===== config.mk =====
export PLATFORM = sky130hd
export DESIGN_NAME = count_seq_ctrl
export DESIGN_NICKNAME = d
export VERILOG_FILES = /design/src/rtl/count_seq_ctrl.sv
export SDC_FILE = /design/constraint.sdc
export NUM_CORES = 1
export LEC_CHECK = 0
export ABC_AREA = 1
export BUFFER_PORTS_ARGS = -buffer_cell sky130_fd_sc_hd__buf_2
export CAP_MARGIN = 20
export CORE_MARGIN = 3
export CORE_UTILIZATION = 45
export DETAILED_ROUTE_END_ITERATION = 10
export PLACE_DENSITY = 0.72
export RECOVER_POWER = 25
export SLEW_MARGIN = 10
export SYNTH_ARGS = -nofsm -noshare
export SYNTH_HDL_FRONTEND = slang
export SYNTH_SLANG_ARGS = --single-unit

===== constraint.sdc =====
create_clock -name clk -period 2.4 [get_ports clk]
set_input_delay 0.36 -clock clk [delete_from_list [all_inputs] [get_ports clk]]
set_output_delay 0.36 -clock clk [all_outputs]
set_load 0.05 [all_outputs]

===== src/rtl/count_seq_ctrl.sv =====
// Start/limit sequencer for an up-counter: one-shot or auto-reload runs.
// Define CNT_CTRL_PRESCALE_EN to divide the count step by prescale+1.
module count_seq_ctrl #(
  parameter int WIDTH = 4,
  parameter int PRE_W = 4
) (
  input  logic             clk,
  input  logic             rst,
  input  logic             start_valid,
  output logic             start_ready,
  input  logic [WIDTH-1:0] start_limit,
  input  logic             start_reload,
  input  logic             stop,
  input  logic             pause,
  input  logic [PRE_W-1:0] prescale,
  input  logic             done_ack,
  output logic [WIDTH-1:0] cnt,
  output logic             busy,
  output logic             done,
  output logic             tc_pulse
);

  typedef enum logic [1:0] {
    IDLE = 2'd0,
    RUN  = 2'd1,
    DONE = 2'd2
  } state_e;

  state_e           state_q, state_d;
  logic [WIDTH-1:0] cnt_q, cnt_d;
  logic [WIDTH-1:0] lim_q, lim_d;
  logic             rld_q, rld_d;
  logic             busy_q, busy_d;
  logic             done_q, done_d;
  logic             tc_q, tc_d;
  logic             accept;
  logic             tick;
  logic             step;

`ifdef CNT_CTRL_PRESCALE_EN
  logic [PRE_W-1:0] pre_q, pre_d;

  // >= keeps a live shrink of prescale from stalling a full wrap
  assign tick = (pre_q >= prescale);

  always_comb begin
    pre_d = pre_q;
    if (accept || (state_q == RUN && stop)) begin
      pre_d = '0;
    end else if (state_q == RUN && !pause) begin
      pre_d = tick ? '0 : pre_q + PRE_W'(1);
    end
  end
`else
  logic unused_prescale;

  assign unused_prescale = ^prescale;
  assign tick = 1'b1;
`endif

  assign start_ready = (state_q == IDLE);
  assign accept      = start_valid && start_ready;
  assign step        = !pause && tick;

  always_comb begin
    state_d = state_q;
    cnt_d   = cnt_q;
    lim_d   = lim_q;
    rld_d   = rld_q;
    tc_d    = 1'b0;
    unique case (state_q)
      IDLE: begin
        if (accept) begin
          state_d = RUN;
          cnt_d   = '0;
          lim_d   = start_limit;
          rld_d   = start_reload;
        end
      end
      RUN: begin
        if (stop) begin
          state_d = IDLE;
          cnt_d   = '0;
        end else if (step) begin
          if (cnt_q != lim_q) begin
            cnt_d = cnt_q + WIDTH'(1);
          end else begin
            tc_d = 1'b1;
            if (rld_q) begin
              cnt_d = '0;
            end else begin
              state_d = DONE;
            end
          end
        end
      end
      DONE: begin
        if (done_ack) begin
          state_d = IDLE;
        end
      end
      default: begin
        state_d = IDLE;
      end
    endcase
    busy_d = (state_d == RUN);
    done_d = (state_d == DONE);
  end

  always_ff @(posedge clk) begin
    if (rst) begin
      state_q <= IDLE;
      cnt_q   <= '0;
      lim_q   <= '0;
      rld_q   <= 1'b0;
      busy_q  <= 1'b0;
      done_q  <= 1'b0;
      tc_q    <= 1'b0;
`ifdef CNT_CTRL_PRESCALE_EN
      pre_q   <= '0;
`endif
    end else begin
      state_q <= state_d;
      cnt_q   <= cnt_d;
      lim_q   <= lim_d;
      rld_q   <= rld_d;
      busy_q  <= busy_d;
      done_q  <= done_d;
      tc_q    <= tc_d;
`ifdef CNT_CTRL_PRESCALE_EN
      pre_q   <= pre_d;
`endif
    end
  end

  assign cnt      = cnt_q;
  assign busy     = busy_q;
  assign done     = done_q;
  assign tc_pulse = tc_q;

endmodule


[Yosys cells after proc, flatten, opt, wreduce, memory -nomap -nowiden]
Index checks and enable logic that the tools add are counted.
Operators by class
  add/sub/neg operators: 1
  equality and inequality tests: 8
  muxes and demuxes: 14
  bitwise operators: 1
  reductions and logical operators: 6
Operators by type and width (count)
  $mux W4: 5
  $mux W2: 6
  $pmux W4 S2: 1
  $pmux W2 S3: 1
  $add A4 B1 Y4 const B: 1
  $eq A2 B1 Y1 const B: 2
  $eq A2 B2 Y1 const B: 2
  $ne A4 B4 Y1: 1
  $ne A4 B4 Y1 const B: 1
  $reduce_and A4 Y1: 1
  $reduce_or A4 Y1: 1
  $ne A3 B3 Y1 const B: 1
  $logic_not A2 Y1: 1
  $ne A2 B1 Y1 const B: 1
  $reduce_and A2 Y1: 1
  $reduce_bool A2 Y1: 1
  $logic_and A1 B1 Y1: 1
  $mux W1: 1
  $not A1 Y1: 1
Storage, ports and cells
  bits in registers: 14
  word-level logic and storage cells: 37

[Longest topological paths before layout]
Gate-level depths: netlist of run 1.
  depth in word-level cells: 6
  gate-level depth with buffers: 10

[Least setup slack after synthesis of run 1]
OpenSTA, ideal clock, no wires.
  path kind: flip-flop to flip-flop
  from: reg cnt_q[0] (netlist: cnt[0])
  to: reg cnt_q[0] (netlist: cnt[0])
  arrival: 1.400 ns
  required time: 2.287 ns
  path slack: 0.886 ns
  stages on the path, launching flop included: 10
  path buffers: 0
  cells stage by stage: dfxtp_1 > inv_1 > nand2_1 > nand2_1 > nor2_4 > nand2_1 > nand2_1 > nor2_1 > nor2_1 > nor2_1
On the way
  longest elaborated chain between the ends: 5
Ends and longest elaborated chain
  start: declaration: RTL line 30  | logic [WIDTH-1:0] cnt_q, cnt_d;
  start signal: assignment: RTL line 124  | cnt_q <= cnt_d;
  $add A4 B1 Y4 or $ne A4 B4 Y1 (tied branches): RTL line 86, 85
  $mux W4: RTL line 85  | if (cnt_q != lim_q) begin
  $mux W4: RTL line 84  | end else if (step) begin
  $mux W4: RTL line 81  | if (stop) begin
  $pmux W4 S2: RTL line 71  | unique case (state_q)
Several ways; a longest one is shown, not always the timed one. The select of a mux whose other input is x is not followed.
A chain may end at the register's enable or synchronous reset.

[Worst setup path after layout of run 1]
  from: reg state_q[0]
  to: reg cnt_q[1] (netlist: cnt[1])
On the way
  longest elaborated chain between the ends: 4
Ends and longest elaborated chain
  start: declaration: RTL line 29  | state_e state_q, state_d;
  start signal: assignment: RTL line 123  | state_q <= state_d;
  $logic_not A2 Y1: RTL line 61, 71
  $logic_and A1 B1 Y1: RTL line 62  | assign accept = start_valid && start_ready;
  $ne A2 B1 Y1 (no source line)
  $reduce_and A4 Y1 (no source line)
Several ways; a longest one is shown, not always the timed one.

==> summary.md, run 1 <==
| Metric | Value |
|---|---|
| Routed vias | `~670` |
| Total Neg Setup Slack | `0 ns` |
| Final hold violations | `0` |
| Std-Cell Rows | `13` |
| CTS Hold Bufs | `0` |
| Slew Limit Headroom | `0.6074` |
| Clock Path Buffers | `2` |
| Critical path required time | `around 2.6 ns` |
| Synth cell count leaders | `nand2_1, dfxtp_1, nor2_1, a21oi_1, inv_1` |
| Total Routing Usage GR | `0.1546` |
| Max incr delay on CP | `0.34 ns` |
| Post-CTS Resized | `0` |
| Sequential element share of the synthesized area | `0.3842` |
| Largest net degree at the start of global routing | `14` |
| Fraction of layout cells with a size suffix above 1 | `0.2698` |
| GPL Wtd Cong | `0.7310` |
| Fin cells | `~140` |
| Worst setup margin | `0.9897 ns` |
| Pwr Total | `0.0005607 W` |
| Final setup viols | `0` |
| Final Max Slew Viols | `0` |
| Worst Hold Class | `input port to flip-flop` |
| Die Span X | `~46 microns` |
| Antenna Violating Nets Remaining | `0` |
| Post-Place Worst Slack | `just over 1 ns` |
| Number of distinct library cells after synthesis | `18` |
| Io pins | `23` |
| Vias per inst | `roughly 4.8` |
| Post-synth ARST share | `0` |
| Crit path kind | `flip-flop to flip-flop` |
| Average wire per standard cell | `roughly 9.8 microns` |
| Starting Density | `0.5155` |
| Top-count cell post-synth | `nand2_1` |
| Clock Sink Count | `14` |
| Final instance area | `839.6 sq um` |
| Placed insts | `138` |
| Post-Synthesis Cells | `around 110` |
| RSZ-0062 raised after global routing | `false` |
| Vias in the first global route | `between 500 and 600` |
| Area leader, netlist | `dfxtp_1` |
| Fin crit share | `0.5876` |
| Initial antenna violation count | `0` |
| Syn Nets | `123` |
| Cell mode on critical path | `nand2_1` |
| Final Critical Period | `between 1 and 1.5 ns` |
| Nets | `~140` |
| Seq cells post-synth | `14` |
| Syn_area_per_cell | `6.817 sq um` |
| CP delay by family, top | `simple AND/OR/NAND/NOR gates` |
| Top FF cell, synth | `dfxtp_1` |
| Maximum vdd drop | `~290 uV` |
| WL final | `1.386 mm` |
| CTS clock-pin slew for the worst setup and hold paths | `roughly 0.080 ns` |
| Iteration-0 DRC Markers | `6` |
| Placed cell area | `828.3 sq um` |
| Max frequency | `just over 0.7 GHz` |
| EDFF count, synth | `0` |
| Post-CTS setup buffer count | `0` |
| Slew @ Worst Pin | `approximately 0.6 ns` |
| Buffers on Ports | `18` |
| DR pass1 iterations | `2` |
| Full die area | `about 0.0021 sq mm` |
| Status | `finished, final reports clean` |
| Area grow syn2layout | `15.09%` |
| Crit. End Element | `flip-flop` |
| Buf/Inv on CP | `1` |
| Yosys warns | `0` |
| Die H | `roughly 46 microns` |
| Netlist Area Pre-Place | `about 730 sq um` |
| Arr. time, crit path | `between 1.5 and 2 ns` |
| Leakage | `approximately 0.42 nW` |
| Root Driver | `clkbuf_4` |
| Clk_lat worst skew | `between 0.2 and 0.3 ns` |
| Fin Clk Skew | `between 0.002 and 0.003 ns` |
| GR Overflow Total | `0` |
| Slowest-stage cell, CP | `dfxtp_1` |
| Num CTS Buffers | `3` |
| Max Cap Violations | `0` |
| CTS tree | `done` |
| Ant diodes | `0` |
| CP Cell Sequence | `nor2_1 > nand2_1 > nand2_1 > nand3_2 > nand2_1 > clkinv_1 > nor2_2` |
| First-pass GRT wire length | `about 2.3 mm` |
| Core area | `approximately 0.0014 sq mm` |
| Crit Path Max Fanout | `13` |
| H-tree Lvls | `1` |
| Area contributors post-synth | `dfxtp_1, nand2_1, a21oi_1` |
| PD cells | `667.9 mW/mm^2` |
| Number of remaining DRC errors | `0` |
| Synth top area share | `0.3842` |
| CP Launch Type | `flip-flop` |
| HPWL Detailed | `approximately 1.1 mm` |
-- through the flow --
step	hold slack (ns)	utilization
3_3_place_gp	0.4535	0.5853
6_report	0.3532	0.5933
5_1_grt	0.3478	0.5933
3_5_place_dp	0.4673	0.5853
2_1_floorplan	0.4432	-
4_1_cts	0.3423	0.6012
-- area by class of cell --
type                    instances  area (sq um)
multi-input cells              75         369.1
inverters                      16         60.06
well taps                      15         18.77
clock buffers                   3         22.52
repair buffers                 18         88.84
flip-flops and latches         14         280.3
fillers                       158         575.6
-- power breakdown --
part | leakage, nW | internal, W | switching, W
Combinational | 0.291 | 0.0000498 | 0.000115
Sequential | 0.115 | 0.000250 | 0.0000156
Clock | 0.0138 | 0.0000581 | 0.0000725
Total | 0.420 | 0.000358 | 0.000203
-- cell usage in the layout, fill, tap and decap left out --
| cell | netlist | routed |
|---|---|---|
| ha_1 | 1 | 1 |
| nand2_2 | 2 | 2 |
| clkbuf_4 | 0 | 3 |
| inv_2 | 5 | 5 |
| a21oi_1 | 9 | 9 |
| o21ai_1 | 1 | 1 |
| nand2_1 | 29 | 29 |
| nor2_4 | 3 | 2 |
| nand4_1 | 1 | 1 |
| nand3_1 | 6 | 6 |
| o21ai_0 | 5 | 5 |
| xor2_1 | 2 | 2 |
| nor2_1 | 10 | 12 |
| dfxtp_1 | 14 | 14 |
| clkbuf_1 | 0 | 1 |
| nand3_2 | 2 | 2 |
| buf_2 | 2 | 17 |
| inv_1 | 9 | 9 |
| nor2_2 | 4 | 3 |
| clkinv_1 | 2 | 2 |
-- sequential cells by signal (all words and copies together), names as in the netlist --
signal,cells
done,1
state_q,2
lim_q,4
busy,1
rld_q,1
cnt,4
tc_pulse,1
-- worst register-to-register path: cells and delay by family, from the launching register on --
family                 cells  cell delay, ns
and+or+nand+nor            6            0.96
DFF                        1            0.34
buffers and inverters      1            0.07
-- path summary, 6_finish.rpt --
path	cells after the start	startpoint	endpoint	slack, ns
worst min-delay path	4	done_ack	state_q[1]	0.35
worst max-delay path	7	state_q[0]	cnt[1]	0.99
worst max register to register	7	state_q[0]	cnt[1]	0.99
worst min register to register	2	lim_q[1]	lim_q[1]	0.47
-- cells by family (layout without fill, tap and decap cells) --
kind of cell    count (synthesis)  in the layout  share of synthesized area
fa+ha+maj                       1              1                    0.01715
xor+xnor                        2              2                    0.02402
flops                          14             14                     0.3842
buf+inv                        18             37                    0.09606
simple gates                   57             57                     0.3756
compound gates                 15             15                     0.1029
-- routing by layer --
metal	vias up	GRT usage	routed length (microns)
li1	371	-	-
met1	285	0.1791	671
met2	12	0.2500	623
met3	4	0.03516	66
met4	0	0.1023	24
met5	-	0	0
Power figures use the tool's default switching activity.
==> run 2, diff against run 1 <==
Clock period 2.4 ns to 1.4 ns, I/O delays scaled along.
==> run 2 against run 1 <==
- via count increased by 7.4%
- non-clock buffer count increased by 1
- sequential cell count unchanged
- largest cell class unchanged
- highest routed layer unchanged
==> summary.md, run 2 (same netlist as run 1, synthesis figures left out) <==
| Metric | Value |
|---|---|
| Status | `finished, final reports clean` |
| Std-Cell Rows | `13` |
| Final setup viols | `0` |
| Nets | `about 150` |
| Max Cap Violations | `0` |
| Clock Sink Count | `14` |
| Sequential share of power | `0.436` |
| Gr busiest metal | `met2` |
| Ant diodes | `0` |
| GR Util met1 | `0.1865` |
| Crit Path Max Fanout | `4` |
| Slew @ Worst Pin | `approximately 0.31 ns` |
| Clk_lat worst skew | `around 0.29 ns` |
| Iteration-0 DRC Markers | `22` |
| Initial antenna violation count | `0` |
| Fin crit share | `0.9254` |
| Max frequency | `between 0.7 and 0.8 GHz` |
| Vias in the first global route | `around 660` |
| PD cells | `roughly 1200 mW/mm^2` |
| Die Span X | `46.26 microns` |
| Final hold violations | `0` |
| Final Max Slew Viols | `0` |
| Slew Limit Headroom | `0.7900` |
| Fraction of layout cells with a size suffix above 1 | `0.3281` |
| Clock power share | `0.284` |
| Met2 global-route usage | `0.3187` |
| Total Routing Usage GR | `0.1817` |
| Number of remaining DRC errors | `0` |
| First-pass GRT wire length | `2.670 mm` |
| Slowest-stage cell, CP | `dfxtp_1` |
| CTS clock-pin slew for the worst setup and hold paths | `0.08 ns` |
| Root Driver | `clkbuf_4` |
| Leakage | `0.4373 nW` |
| DR pass1 iterations | `4` |
| Die H | `approximately 46 microns` |
| Fill count | `144` |
| Full die area | `around 0.0021 sq mm` |
| Worst r2r dst | `cnt[2]` |
| HPWL Detailed | `about 1.2 mm` |
| FF+latch area | `roughly 290 sq um` |
| Crit path kind | `flip-flop to output port` |
| Switch Pwr | `roughly 0.00037 W` |
| Clock Path Buffers | `2` |
| CP Cell Sequence | `nor2_1 > buf_2` |
| H-tree Lvls | `1` |
| Io pins | `23` |
| Maximum vdd drop | `between 700 and 800 uV` |
| Antenna Violating Nets Remaining | `0` |
| Routed vias | `between 700 and 800` |
| Worst r2r path cells | `10` |
| Post-CTS setup buffer count | `0` |
| Average wire per standard cell | `11.05 microns` |
| Commonest non-fill, non-tap cell in the layout | `nand2_1` |
| Num CTS Buffers | `3` |
| Vias per inst | `5.049` |
| CTS tree | `done` |
| Starting Density | `0.5155` |
| P_int | `between 0.0006 and 0.0007 W` |
| Area grow syn2layout | `19.55%` |
| Crit path to | `start_ready` |
| Footprint of the multi-input gates | `376.6 sq um` |
| RSZ-0062 raised after global routing | `false` |
| Critical path required time | `between 1 and 1.5 ns` |
| Worst Hold Class | `input port to flip-flop` |
| CP Launch Type | `flip-flop` |
| Crit. End Element | `output port` |
| Post-Place Worst Slack | `0.1380 ns` |
| Buffers on Ports | `18` |
| Switching share of power | `0.3536` |
| GPL Wtd Cong | `between 0.7 and 0.8` |
| Max incr delay on CP | `roughly 0.36 ns` |
| Reg2reg start | `cnt[0]` |
| Core area | `0.001415 sq mm` |
| Met3 Use GR | `0.04688` |
| Arr. time, crit path | `1.09 ns` |
| Post-CTS Resized | `0` |
| Most frequent cells in the layout | `nand2_1, buf_2, nor2_1` |
| Final Critical Period | `1.296 ns` |
| Largest net degree at the start of global routing | `13` |
| Pwr Total | `roughly 0.0011 W` |
| Placed cell area | `around 850 sq um` |
| R2R setup slack | `approximately 0.17 ns` |
| Logic gate share of total power | `0.279` |
| WL final | `roughly 1.6 mm` |
| Final instance area | `872.1 sq um` |
| Worst setup margin | `between 0.1 and 0.15 ns` |
| Total Neg Setup Slack | `0 ns` |
| CTS Hold Bufs | `0` |
| GR Overflow Total | `0` |
| Worst Setup SP | `state_q[1]` |
| Fin Clk Skew | `0.005133 ns` |
[run 2: cell count changes in the layout (fill, tap and decap cells not counted), sizes merged]
cell,previous run,this run
clkbuf,4,7
buf,17,16
[run 2: final cells by class]
class	instances	area share
clock buffers	4	0.04161
inverters	16	0.06887
multi-input cells	75	0.4319
flip-flops and latches	14	0.3271
well taps	15	0.02152
repair buffers	19	0.1090
[run 2: stage by stage]
step,std cells,util,hold WS (ns)
floorplan,107,-,0.3758
global placement,139,0.5977,0.4578
detailed placement,139,0.5977,0.4628
CTS,143,0.6233,0.1879
global route,143,0.6163,0.1811
finish,143,0.6163,0.1921
[run 2: worst min-delay path by stage]
| stage | end | from | slack [ns] | cells past startpoint |
|---|---|---|---|---|
| final | state_q[1] | done_ack | 0.19 | 4 |
| after global routing | lim_q[1] | start_limit[1] | 0.18 | 3 |
| after CTS | state_q[1] | done_ack | 0.19 | 4 |
| after detailed placement | lim_q[3] | lim_q[3] | 0.46 | 2 |
| after global placement | lim_q[1] | lim_q[1] | 0.46 | 2 |
| after floorplan | tc_pulse | stop | 0.38 | 3 |
[run 2: layer usage]
metal,share of wire,routed length (microns)
met5,0,0
met4,0.025,40
met2,0.50,786
met1,0.43,672
met3,0.051,80
[run 2: power by group through the flow]
stage	Combinational [W]	Clock [W]	Sequential, W
2_1_floorplan	0.000183	0	0.000518
5_1_grt	0.000327	0.000336	0.000464
6_report	0.000295	0.000300	0.000460
4_1_cts	0.000300	0.000307	0.000461
3_3_place_gp	0.000293	0	0.000468
3_5_place_dp	0.000298	0	0.000471
[run 2: critical path, delay by kind of cell (launching register included)]
family	cells	cell delay, ns
buffers and inverters	1	0.29
AND/OR/NAND/NOR	1	0.15
flip-flops	1	0.36
